===== src/rtl/reg_write_arbiter.sv =====
// reg_write_arbiter: merges two register-file write streams (ALU and load
// writeback), each buffered in its own FIFO, with a read port. Each cycle
// one bank operation (READ, WRITE or IDLE) is decided and presented on
// registered outputs. Reads are held back while they hit a queued write.
module reg_write_arbiter #(
  parameter int DEPTH = 2
) (
  input  logic        clk,
  input  logic        reset,
  input  logic        wa_valid,
  output logic        wa_ready,
  input  logic [3:0]  wa_addr,
  input  logic [31:0] wa_data,
  input  logic        wb_valid,
  output logic        wb_ready,
  input  logic [3:0]  wb_addr,
  input  logic [31:0] wb_data,
  input  logic        rd_req,
  input  logic [3:0]  rd_addr1,
  input  logic [3:0]  rd_addr2,
  output logic        rd_grant,
  output logic [3:0]  bank_r1,
  output logic [3:0]  bank_r2,
  output logic [3:0]  bank_r3,
  output logic        bank_rw,
  output logic [31:0] bank_w_in,
  output logic        busy
);

  localparam int AW = (DEPTH > 1) ? $clog2(DEPTH) : 1;
  localparam int CW = AW + 1;
  localparam logic [AW-1:0] PTR_ONE  = AW'(1);
  localparam logic [CW-1:0] CNT_ONE  = CW'(1);
  localparam logic [CW-1:0] CNT_FULL = CW'(DEPTH);
  localparam logic [CW-1:0] CNT_ZERO = {CW{1'b0}};

  typedef enum logic [1:0] {
    OP_IDLE  = 2'd0,
    OP_READ  = 2'd1,
    OP_WRITE = 2'd2
  } op_e;

  // True when slot idx holds a queued entry (lies within count of the head)
  function automatic logic entry_live(input logic [AW-1:0] idx,
                                      input logic [AW-1:0] rptr,
                                      input logic [CW-1:0] cnt);
    logic [AW-1:0] off;
    off = idx - rptr;
    return ({1'b0, off} < cnt);
  endfunction

  // True when a queued address collides with a nonzero read address
  function automatic logic addr_hit(input logic [3:0] entry,
                                    input logic [3:0] a1,
                                    input logic [3:0] a2);
    return ((a1 != 4'd0) && (entry == a1)) || ((a2 != 4'd0) && (entry == a2));
  endfunction

  // Index 0 is requester A, index 1 is requester B
  logic [3:0]    addr_q [2][DEPTH];
  logic [3:0]    addr_d [2][DEPTH];
  logic [31:0]   data_q [2][DEPTH];
  logic [31:0]   data_d [2][DEPTH];
  logic [AW-1:0] wptr_q [2];
  logic [AW-1:0] wptr_d [2];
  logic [AW-1:0] rptr_q [2];
  logic [AW-1:0] rptr_d [2];
  logic [CW-1:0] cnt_q  [2];
  logic [CW-1:0] cnt_d  [2];
  logic          rr_q, rr_d;          // preferred FIFO when both non-empty
  logic          bank_rw_q, bank_rw_d;
  logic          rd_grant_q, rd_grant_d;
  logic [3:0]    bank_r1_q, bank_r1_d;
  logic [3:0]    bank_r2_q, bank_r2_d;
  logic [3:0]    bank_r3_q, bank_r3_d;
  logic [31:0]   bank_w_in_q, bank_w_in_d;

  logic [1:0]    full_s, nempty_s, push_s, pop_s;
  logic [3:0]    in_addr_s [2];
  logic [31:0]   in_data_s [2];
  logic          in_valid_s [2];
  logic          hazard_s, sel_s;
  op_e           op_s;

  assign in_addr_s[0]  = wa_addr;
  assign in_addr_s[1]  = wb_addr;
  assign in_data_s[0]  = wa_data;
  assign in_data_s[1]  = wb_data;
  assign in_valid_s[0] = wa_valid;
  assign in_valid_s[1] = wb_valid;

  assign full_s[0]   = (cnt_q[0] == CNT_FULL);
  assign full_s[1]   = (cnt_q[1] == CNT_FULL);
  assign nempty_s[0] = (cnt_q[0] != CNT_ZERO);
  assign nempty_s[1] = (cnt_q[1] != CNT_ZERO);

  assign wa_ready  = ~full_s[0];
  assign wb_ready  = ~full_s[1];
  assign busy      = |nempty_s;
  assign bank_rw   = bank_rw_q;
  assign rd_grant  = rd_grant_q;
  assign bank_r1   = bank_r1_q;
  assign bank_r2   = bank_r2_q;
  assign bank_r3   = bank_r3_q;
  assign bank_w_in = bank_w_in_q;

  // Next-state: hazard scan, operation decision, FIFO push/pop and outputs
  always_comb begin
    addr_d      = addr_q;
    data_d      = data_q;
    wptr_d      = wptr_q;
    rptr_d      = rptr_q;
    cnt_d       = cnt_q;
    rr_d        = rr_q;
    bank_rw_d   = 1'b0;
    rd_grant_d  = 1'b0;
    bank_r1_d   = bank_r1_q;
    bank_r2_d   = bank_r2_q;
    bank_r3_d   = bank_r3_q;
    bank_w_in_d = bank_w_in_q;
    push_s      = 2'b00;
    pop_s       = 2'b00;
    hazard_s    = 1'b0;
    sel_s       = 1'b0;

    // Only entries already stored count; same-edge enqueues are not visible
    for (int k = 0; k < 2; k++) begin
      for (int i = 0; i < DEPTH; i++) begin
        hazard_s = hazard_s |
                   (entry_live(AW'(i), rptr_q[k], cnt_q[k]) &
                    addr_hit(addr_q[k][i], rd_addr1, rd_addr2));
      end
    end

    if (full_s == 2'b11) begin
      op_s = OP_WRITE;
    end else if (rd_req && !hazard_s) begin
      op_s = OP_READ;
    end else if (nempty_s != 2'b00) begin
      op_s = OP_WRITE;
    end else begin
      op_s = OP_IDLE;
    end

    // Round-robin only matters when both FIFOs have work
    if (nempty_s == 2'b11) begin
      sel_s = rr_q;
    end else begin
      sel_s = nempty_s[1];
    end

    case (op_s)
      OP_READ: begin
        rd_grant_d = 1'b1;
        bank_r1_d  = rd_addr1;
        bank_r2_d  = rd_addr2;
      end
      OP_WRITE: begin
        bank_rw_d       = 1'b1;
        bank_r3_d       = addr_q[sel_s][rptr_q[sel_s]];
        bank_w_in_d     = data_q[sel_s][rptr_q[sel_s]];
        rptr_d[sel_s]   = rptr_q[sel_s] + PTR_ONE;
        pop_s[sel_s]    = 1'b1;
        rr_d            = ~sel_s;
      end
      default: begin
        bank_rw_d  = 1'b0;
        rd_grant_d = 1'b0;
      end
    endcase

    // Writes to R0 complete the handshake but are never stored
    for (int k = 0; k < 2; k++) begin
      push_s[k] = in_valid_s[k] && !full_s[k] && (in_addr_s[k] != 4'd0);
      if (push_s[k]) begin
        addr_d[k][wptr_q[k]] = in_addr_s[k];
        data_d[k][wptr_q[k]] = in_data_s[k];
        wptr_d[k]            = wptr_q[k] + PTR_ONE;
      end else begin
        wptr_d[k] = wptr_q[k];
      end
      case ({push_s[k], pop_s[k]})
        2'b10:   cnt_d[k] = cnt_q[k] + CNT_ONE;
        2'b01:   cnt_d[k] = cnt_q[k] - CNT_ONE;
        default: cnt_d[k] = cnt_q[k];
      endcase
    end
  end

  // State registers; reset drops every queued write at once
  always_ff @(posedge clk or negedge reset) begin
    if (!reset) begin
      for (int k = 0; k < 2; k++) begin
        for (int i = 0; i < DEPTH; i++) begin
          addr_q[k][i] <= 4'd0;
          data_q[k][i] <= 32'd0;
        end
        wptr_q[k] <= {AW{1'b0}};
        rptr_q[k] <= {AW{1'b0}};
        cnt_q[k]  <= CNT_ZERO;
      end
      rr_q        <= 1'b0;
      bank_rw_q   <= 1'b0;
      rd_grant_q  <= 1'b0;
      bank_r1_q   <= 4'd0;
      bank_r2_q   <= 4'd0;
      bank_r3_q   <= 4'd0;
      bank_w_in_q <= 32'd0;
    end else begin
      addr_q      <= addr_d;
      data_q      <= data_d;
      wptr_q      <= wptr_d;
      rptr_q      <= rptr_d;
      cnt_q       <= cnt_d;
      rr_q        <= rr_d;
      bank_rw_q   <= bank_rw_d;
      rd_grant_q  <= rd_grant_d;
      bank_r1_q   <= bank_r1_d;
      bank_r2_q   <= bank_r2_d;
      bank_r3_q   <= bank_r3_d;
      bank_w_in_q <= bank_w_in_d;
    end
  end

endmodule


===== config.mk =====
export PLATFORM = sky130hd
export DESIGN_NAME = reg_write_arbiter
export DESIGN_NICKNAME = d
export VERILOG_FILES = /design/src/rtl/reg_write_arbiter.sv
export SDC_FILE = /design/constraint.sdc
export NUM_CORES = 1
export LEC_CHECK = 0
export BUFFER_PORTS_ARGS = -buffer_cell sky130_fd_sc_hd__buf_2
export CAP_MARGIN = 30
export CELL_PAD_IN_SITES_DETAIL_PLACEMENT = 0
export CELL_PAD_IN_SITES_GLOBAL_PLACEMENT = 2
export CORE_AREA = 2 2 148 150
export CTS_CLUSTER_SIZE = 16
export DETAILED_ROUTE_END_ITERATION = 8
export DIE_AREA = 0 0 150 152
export PLACE_DENSITY = 0.93
export SKIP_CTS_REPAIR_TIMING = 1
export SLEW_MARGIN = 40
export SYNTH_ARGS = -nofsm -noshare
export SYNTH_HDL_FRONTEND = slang
export SYNTH_SLANG_ARGS = --single-unit

===== constraint.sdc =====
create_clock -name clk -period 3.78 [get_ports clk]
set_input_delay 0.567 -clock clk [delete_from_list [all_inputs] [get_ports clk]]
set_output_delay 0.567 -clock clk [all_outputs]
set_load 0.1 [all_outputs]

==> impl_metrics.py, run 1 <==
metrics = {
    "run_status": {
        "status": "complete, no violations",
    },
    "sta": {
        "slew_violations": 0,
        "period_share": 0.708,
        "worstMarginPinSlew_ns": 0.795,
        "period_needed_ns": 2.68,
        "setup_viol_count_final": 0,
        "hold_violations": 0,
        "fmax_mhz": 374,
        "max_slew_margin": 0.465,
        "rsz0062_at_grt": "no",
        "fin_worst_skew_ns": 0.0175,
        "tns_ns": 0,
    },
    "final_layout": {
        "seq_area_um2": 4980,
        "area_growth_pct": 18.3,
        "layout.nets": 865,
        "fillCellCount": 1991,
        "layout-drive-gt1-share": 0.477,
        "n_antenna_cell": 0,
        "multi_input_area_um2": 3620,
    },
    "yosys": {
        "synth-async-reset-ratio": 1.00,
        "synth_compound_area_frac": 0.0686,
        "synth_warnings": 0,
        "yosysMostFrequentCell": "dfrtp_1",
        "syn_avg_cell_area_um2": 13.4,
        "synthSimpleGateAreaFrac": 0.0527,
        "syn-instance-count": 654,
        "synth-adder-area-share": 0.00285,
        "synth_flop_cell": "dfrtp_1",
        "synth-xor-area-share": 0.0349,
        "muxShareOfSynthArea": 0.249,
        "synth_nets": 741,
        "synthTopCellsByArea": "dfrtp_1 (57%), mux2_2 (22%), o22ai_1 (5.1%)",
        "synthDistinctLibCells": 36,
        "yosysTopAreaCell": "dfrtp_1",
        "netlist.area_leader.share": 0.567,
        "netlist_area_um2": 8790,
        "synth_top_family_by_area": "multiplexers",
        "ys_seq_area_frac": 0.567,
        "ys_ff_latch": 199,
        "synth_edf_count": 0,
        "yosys-top-cells-count": "dfrtp_1 (199), mux2_2 (168), o22ai_1 (71)",
    },
    "drt": {
        "ant_nets": 0,
        "viasPerCell": 5.37,
        "route.vias.total": 5752,
        "wl_per_cell_um": 18.8,
        "drc_errors": 0,
        "wl_um": 20100,
        "drt_iter0_markers": 202,
        "drtPass1Iterations": 5,
    },
    "hold_path": {
        "hp-class": "input pin to asynchronous set/reset pin",
    },
    "setup_path": {
        "critPathArrivalTime_ns": 2.98,
        "cp.buffers_inverters": 1,
        "path_cells": "nor3_1, or3_1, a2111oi_2, nor4_4, a31oi_4, buf_4, mux2_2",
        "slowest_delay_ns": 0.52,
        "crit_family": "compound AO/OA/AOI/OAI gates",
        "cp-end-kind": "register",
        "worstSetupPathType": "register to register",
        "crit_required_ns": 4.09,
        "cpMaxStageDelayCell": "a2111oi_2",
        "critPathLaunchType": "register",
        "cp_max_fo": 22,
    },
    "die": {
        "die_y_um": 152,
        "die_x_um": 150,
        "core-area_um2": 21400,
        "pin_count": 134,
        "initial_core_util": 0.412,
        "die_area_um2": 22800,
        "rows": 54,
    },
    "place": {
        "hpwl_um": 13100,
        "routabilityCongestion": 0.823,
        "numPortBuffers": 133,
    },
    "clock_network": {
        "clock-root-buffer": "clkbuf_16",
        "cts_tree": "yes",
        "clock_latency_ns": 0.43,
        "clk_pin_slew_ns": 0.07,
        "cts.sinks": 199,
        "cts_inserted_buffers": 17,
        "htreeDepth": 4,
        "clock_path_buffers": 2,
    },
    "grt": {
        "grt-ovfl-total": 0,
        "grt_usage": 0.182,
        "grt_first_pass_wirelength_um": 32400,
        "grt_pass1_vias": 5837,
        "antenna_found_initial": 0,
        "grt_max_degree": 107,
    },
    "run": {
        "drv_cap": 0,
    },
}
[per-layer routing]
layer  share of wire  global-route usage  up-vias
met3           0.040              0.0348       21
li1                -                   -     2657
met1            0.48               0.262     2946
met5               0                   0        -
met2            0.47               0.290      128
met4           0.011              0.0377        0
[state kept, by name, indices dropped and copies added, names as in the netlist, 2 cells and up]
register   cells
data_q       128
bank_w_in     32
addr_q        16
bank_r1        4
bank_r2        4
bank_r3        4
cnt_q          4
rptr_q         2
wptr_q         2
[area by class of cell]
cell class	count	area share
Clock buffer	19	0.0426
Clock inverter	13	0.0154
Inverter	2	0.000722
Multi-Input combinational cell	410	0.348
Sequential cell	199	0.479
Tap cell	280	0.0337
Timing Repair Buffer	148	0.0804
[path summary, 6_finish.rpt]
path / slack, ns / depth (start not counted) / to / start
max: 1.10 / 7 / bank_w_in[2]$_DFFE_PN0N_ / addr_q[14]$_DFFE_PN0P_
min: 0.08 / 1 / bank_r1[1]$_DFFE_PN0P_ / reset
max reg2reg: 1.10 / 7 / bank_w_in[2]$_DFFE_PN0N_ / addr_q[14]$_DFFE_PN0P_
min reg2reg: 0.50 / 1 / bank_w_in[0]$_DFFE_PN0N_ / bank_w_in[0]$_DFFE_PN0N_
max in group asynchronous: 2.95 / 2 / bank_w_in[21]$_DFFE_PN0N_ / reset
min in group clk: 0.38 / 2 / data_q[106]$_DFFE_PN0P_ / wa_data[10]
[cell families after synthesis]
logic type	after synthesis
DFF	199
muxes	188
and+or+nand+nor	95
AOI/OAI and AO/OA	90
buffers and inverters	45
xor gates and xnor gates	35
adders and majority gates	2
[per-stage QoR]
stage | setup WS, ns | hold WS, ns | area, µm² | instances | util
finish | 1.10 | 0.0792 | 10400 | 1071 | 0.487
global route | 0.943 | 0.110 | 10400 | 1071 | 0.487
CTS | 1.09 | 0.118 | 10400 | 1071 | 0.487
detailed placement | 0.869 | 0.488 | 9800 | 1039 | 0.459
global placement | 0.885 | 0.484 | 9780 | 1039 | 0.458
floorplan | 0.681 | 0.271 | 8790 | 654 | -
[worst reg2reg max path: cells and delay by family (launching register included)]
family                 cells  cell delay, ns
buffers and inverters      1            0.42
multiplexers               1            0.40
AO/OA/AOI/OAI              2            0.69
flip-flops                 1            0.51
AND/OR/NAND/NOR            3            0.56
[cells in the final DEF, fill, tap and decap left out, types with 3 or more instances in the layout]
master	count
a21oi_1	6
buf_12	3
buf_2	132
buf_4	12
clkbuf_16	18
dfrtp_1	199
inv_8	4
mux2_2	168
mux2_4	20
nand2_1	10
nand3_1	3
nand4_1	4
nor2_1	41
nor3_1	12
o22ai_1	71
or3_1	6
or4_1	6
xnor2_1	20
xor2_1	15
Power of run 1 is left out: the tool's default activity adds up to more than one toggle a clock period on the data nets, which glitch-free logic cannot reach.
==> inputs of run 2 (changes only) <==
--- a/config.mk
+++ b/config.mk
@@ -9,11 +9,11 @@
 export CAP_MARGIN = 30
 export CELL_PAD_IN_SITES_DETAIL_PLACEMENT = 0
 export CELL_PAD_IN_SITES_GLOBAL_PLACEMENT = 2
-export CORE_AREA = 2 2 148 150
+export CORE_AREA = 2 2 162 164
 export CTS_CLUSTER_SIZE = 16
 export DETAILED_ROUTE_END_ITERATION = 8
-export DIE_AREA = 0 0 150 152
-export PLACE_DENSITY = 0.93
+export DIE_AREA = 0 0 164 166
+export PLACE_DENSITY = 0.83
 export SKIP_CTS_REPAIR_TIMING = 1
 export SLEW_MARGIN = 40
 export SYNTH_ARGS = -nofsm -noshare
==> constraint.sdc (replaced) <==
create_clock -name clk -period 2.2 [get_ports clk]
set_input_delay 0.33 -clock clk [delete_from_list [all_inputs] [get_ports clk]]
set_output_delay 0.33 -clock clk [all_outputs]
set_load 0.1 [all_outputs]
==> impl_metrics.py, run 2 (same netlist as run 1, synthesis figures left out) <==
metrics = {
    "run_status": {
        "status": "complete, but fails checks",
        "violations": "setup timing",
    },
    "sta": {
        "setup_viol_count_final": 49,
        "worstMarginPinSlew_ns": 0.523,
        "hold_violations": 0,
        "fmax_mhz": 416,
        "hold_ws_ns": 0.140,
        "period_share": 1.09,
        "layout_setup_ws_ns": -0.206,
        "rsz0062_at_grt": "yes",
        "slew_violations": 0,
        "period_needed_ns": 2.41,
        "fin_worst_skew_ns": 0.0102,
        "max_slew_margin": 0.648,
    },
    "clock_network": {
        "clock-root-buffer": "clkbuf_16",
        "cts_inserted_buffers": 17,
        "clock_path_buffers": 2,
        "clk_pin_slew_ns": 0.07,
        "htreeDepth": 4,
        "cts_tree": "yes",
        "cts.sinks": 199,
        "clock_latency_ns": 0.43,
    },
    "setup_path": {
        "reg2reg_to": "bank_w_in[6]$_DFFE_PN0N_",
        "cp-end-kind": "register",
        "path_cells": "xor2_1, or4_4, a21oi_4, nor3_4, a31oi_4, buf_12, clkbuf_16, mux2_4",
        "crit_required_ns": 2.51,
        "critPathLaunchType": "register",
        "slowest_delay_ns": 0.55,
        "cpMaxStageDelayCell": "or4_4",
        "r2r_slack_ns": -0.21,
        "worstReg2RegStart": "addr_q[8]$_DFFE_PN0P_",
        "worstSetupPathType": "register to register",
        "reg2reg_depth": 8,
        "cp_max_fo": 8,
        "critPathArrivalTime_ns": 2.71,
    },
    "final_layout": {
        "layout_commonest_cell": "dfrtp_1",
        "final_cell_mix": "dfrtp_1 (199), mux2_2 (160), buf_2 (132), o22ai_1 (71), buf_4 (49)",
        "fillCellCount": 2409,
        "layout.nets": 919,
        "largest_register_ffs": 128,
        "layout-drive-gt1-share": 0.533,
        "postLayoutCoreUtil": 0.440,
        "area_growth_pct": 28.1,
        "regMostFlops": "data_q",
    },
    "drt": {
        "wl_um": 23000,
        "drc_errors": 0,
        "route.vias.total": 5942,
        "viasPerCell": 5.03,
        "drt_iter0_markers": 286,
        "wl_per_cell_um": 19.5,
        "drtPass1Iterations": 4,
        "ant_nets": 0,
    },
    "hold_path": {
        "hold_path_depth": 2,
        "hp-start": "wb_data[16]",
        "worstHoldEndpoint": "data_q[16]$_DFFE_PN0P_",
        "hp-class": "input pin to register",
    },
    "place": {
        "numPortBuffers": 133,
        "hpwl_um": 14900,
        "dp_worst_setup_slack_ns": -0.329,
        "routabilityCongestion": 0.801,
    },
    "grt": {
        "grt_first_pass_wirelength_um": 35300,
        "grt-ovfl-total": 0,
        "grt_usage": 0.169,
        "antenna_found_initial": 2,
        "grt_pass1_vias": 6292,
        "grt_max_degree": 64,
    },
    "die": {
        "die_x_um": 164,
        "core-area_um2": 25600,
        "die_y_um": 166,
        "rows": 59,
        "die_area_um2": 27200,
        "pin_count": 134,
        "initial_core_util": 0.343,
    },
    "run": {
        "drv_cap": 0,
    },
}
## run 2: cell types whose count changed in the layout (fill, tap and decap cells not counted), sizes merged
cell	change
clkinvlp	+1
inv	-2
clkbuf	+4
dlygate4sd3	+1
buf	+50
diode	+1
## run 2: worst max path at each step
stage / startpoint / endpoint / depth (start not counted)
floorplan: addr_q[2]$_DFFE_PN0P_ / cnt_q[3]$_DFFE_PN0P_ / 11
global placement: rd_addr1[3] / bank_w_in[3]$_DFFE_PN0N_ / 8
detailed placement: rd_addr1[3] / bank_w_in[5]$_DFFE_PN0N_ / 8
CTS: addr_q[8]$_DFFE_PN0P_ / bank_w_in[5]$_DFFE_PN0N_ / 7
global route: addr_q[5]$_DFFE_PN0P_ / cnt_q[1]$_DFFE_PN0P_ / 9
finish: addr_q[8]$_DFFE_PN0P_ / bank_w_in[6]$_DFFE_PN0N_ / 8
## run 2: through the flow
| step | setup TNS [ns] | std cells | instance area [µm²] |
|---|---|---|---|
| 2_1_floorplan | -4.35 | 654 | 8930 |
| 3_3_place_gp | -11.76 | 1142 | 10400 |
| 3_5_place_dp | -12.85 | 1142 | 10400 |
| 4_1_cts | -11.64 | 1174 | 11000 |
| 5_1_grt | -11.78 | 1180 | 11300 |
| 6_report | -7.44 | 1181 | 11300 |
## run 2: metal layers
| metal | up-vias | global-route usage | part of all wire |
|---|---|---|---|
| li1 | 2750 | - | - |
| met1 | 3058 | 0.232 | 0.47 |
| met2 | 113 | 0.272 | 0.48 |
| met3 | 19 | 0.0392 | 0.038 |
| met4 | 2 | 0.0412 | 0.0099 |
| met5 | - | 0 | 0.00030 |
## run 2: critical path: cells and delay by family, from the launching register on
kind	cells	cell delay, ns
and+or+nand+nor	2	0.63
buffers and inverters	2	0.37
muxes	1	0.30
xor gates and xnor gates	1	0.16
DFF	1	0.43
AOI/OAI and AO/OA	2	0.40
## run 2: layout make-up
class | instances | area (µm²) | area share
sequential | 199 | 4980 | 0.442
tap | 335 | 419 | 0.0372
timing repair buffer | 202 | 1440 | 0.128
inverter | 2 | 7.51 | 0.000667
clock buffer | 20 | 447 | 0.0397
clock inverter | 12 | 141 | 0.0126
antenna | 1 | 2.50 | 0.000222
multi-input combinational | 410 | 3830 | 0.340
Power of run 2 is left out for the same reason.
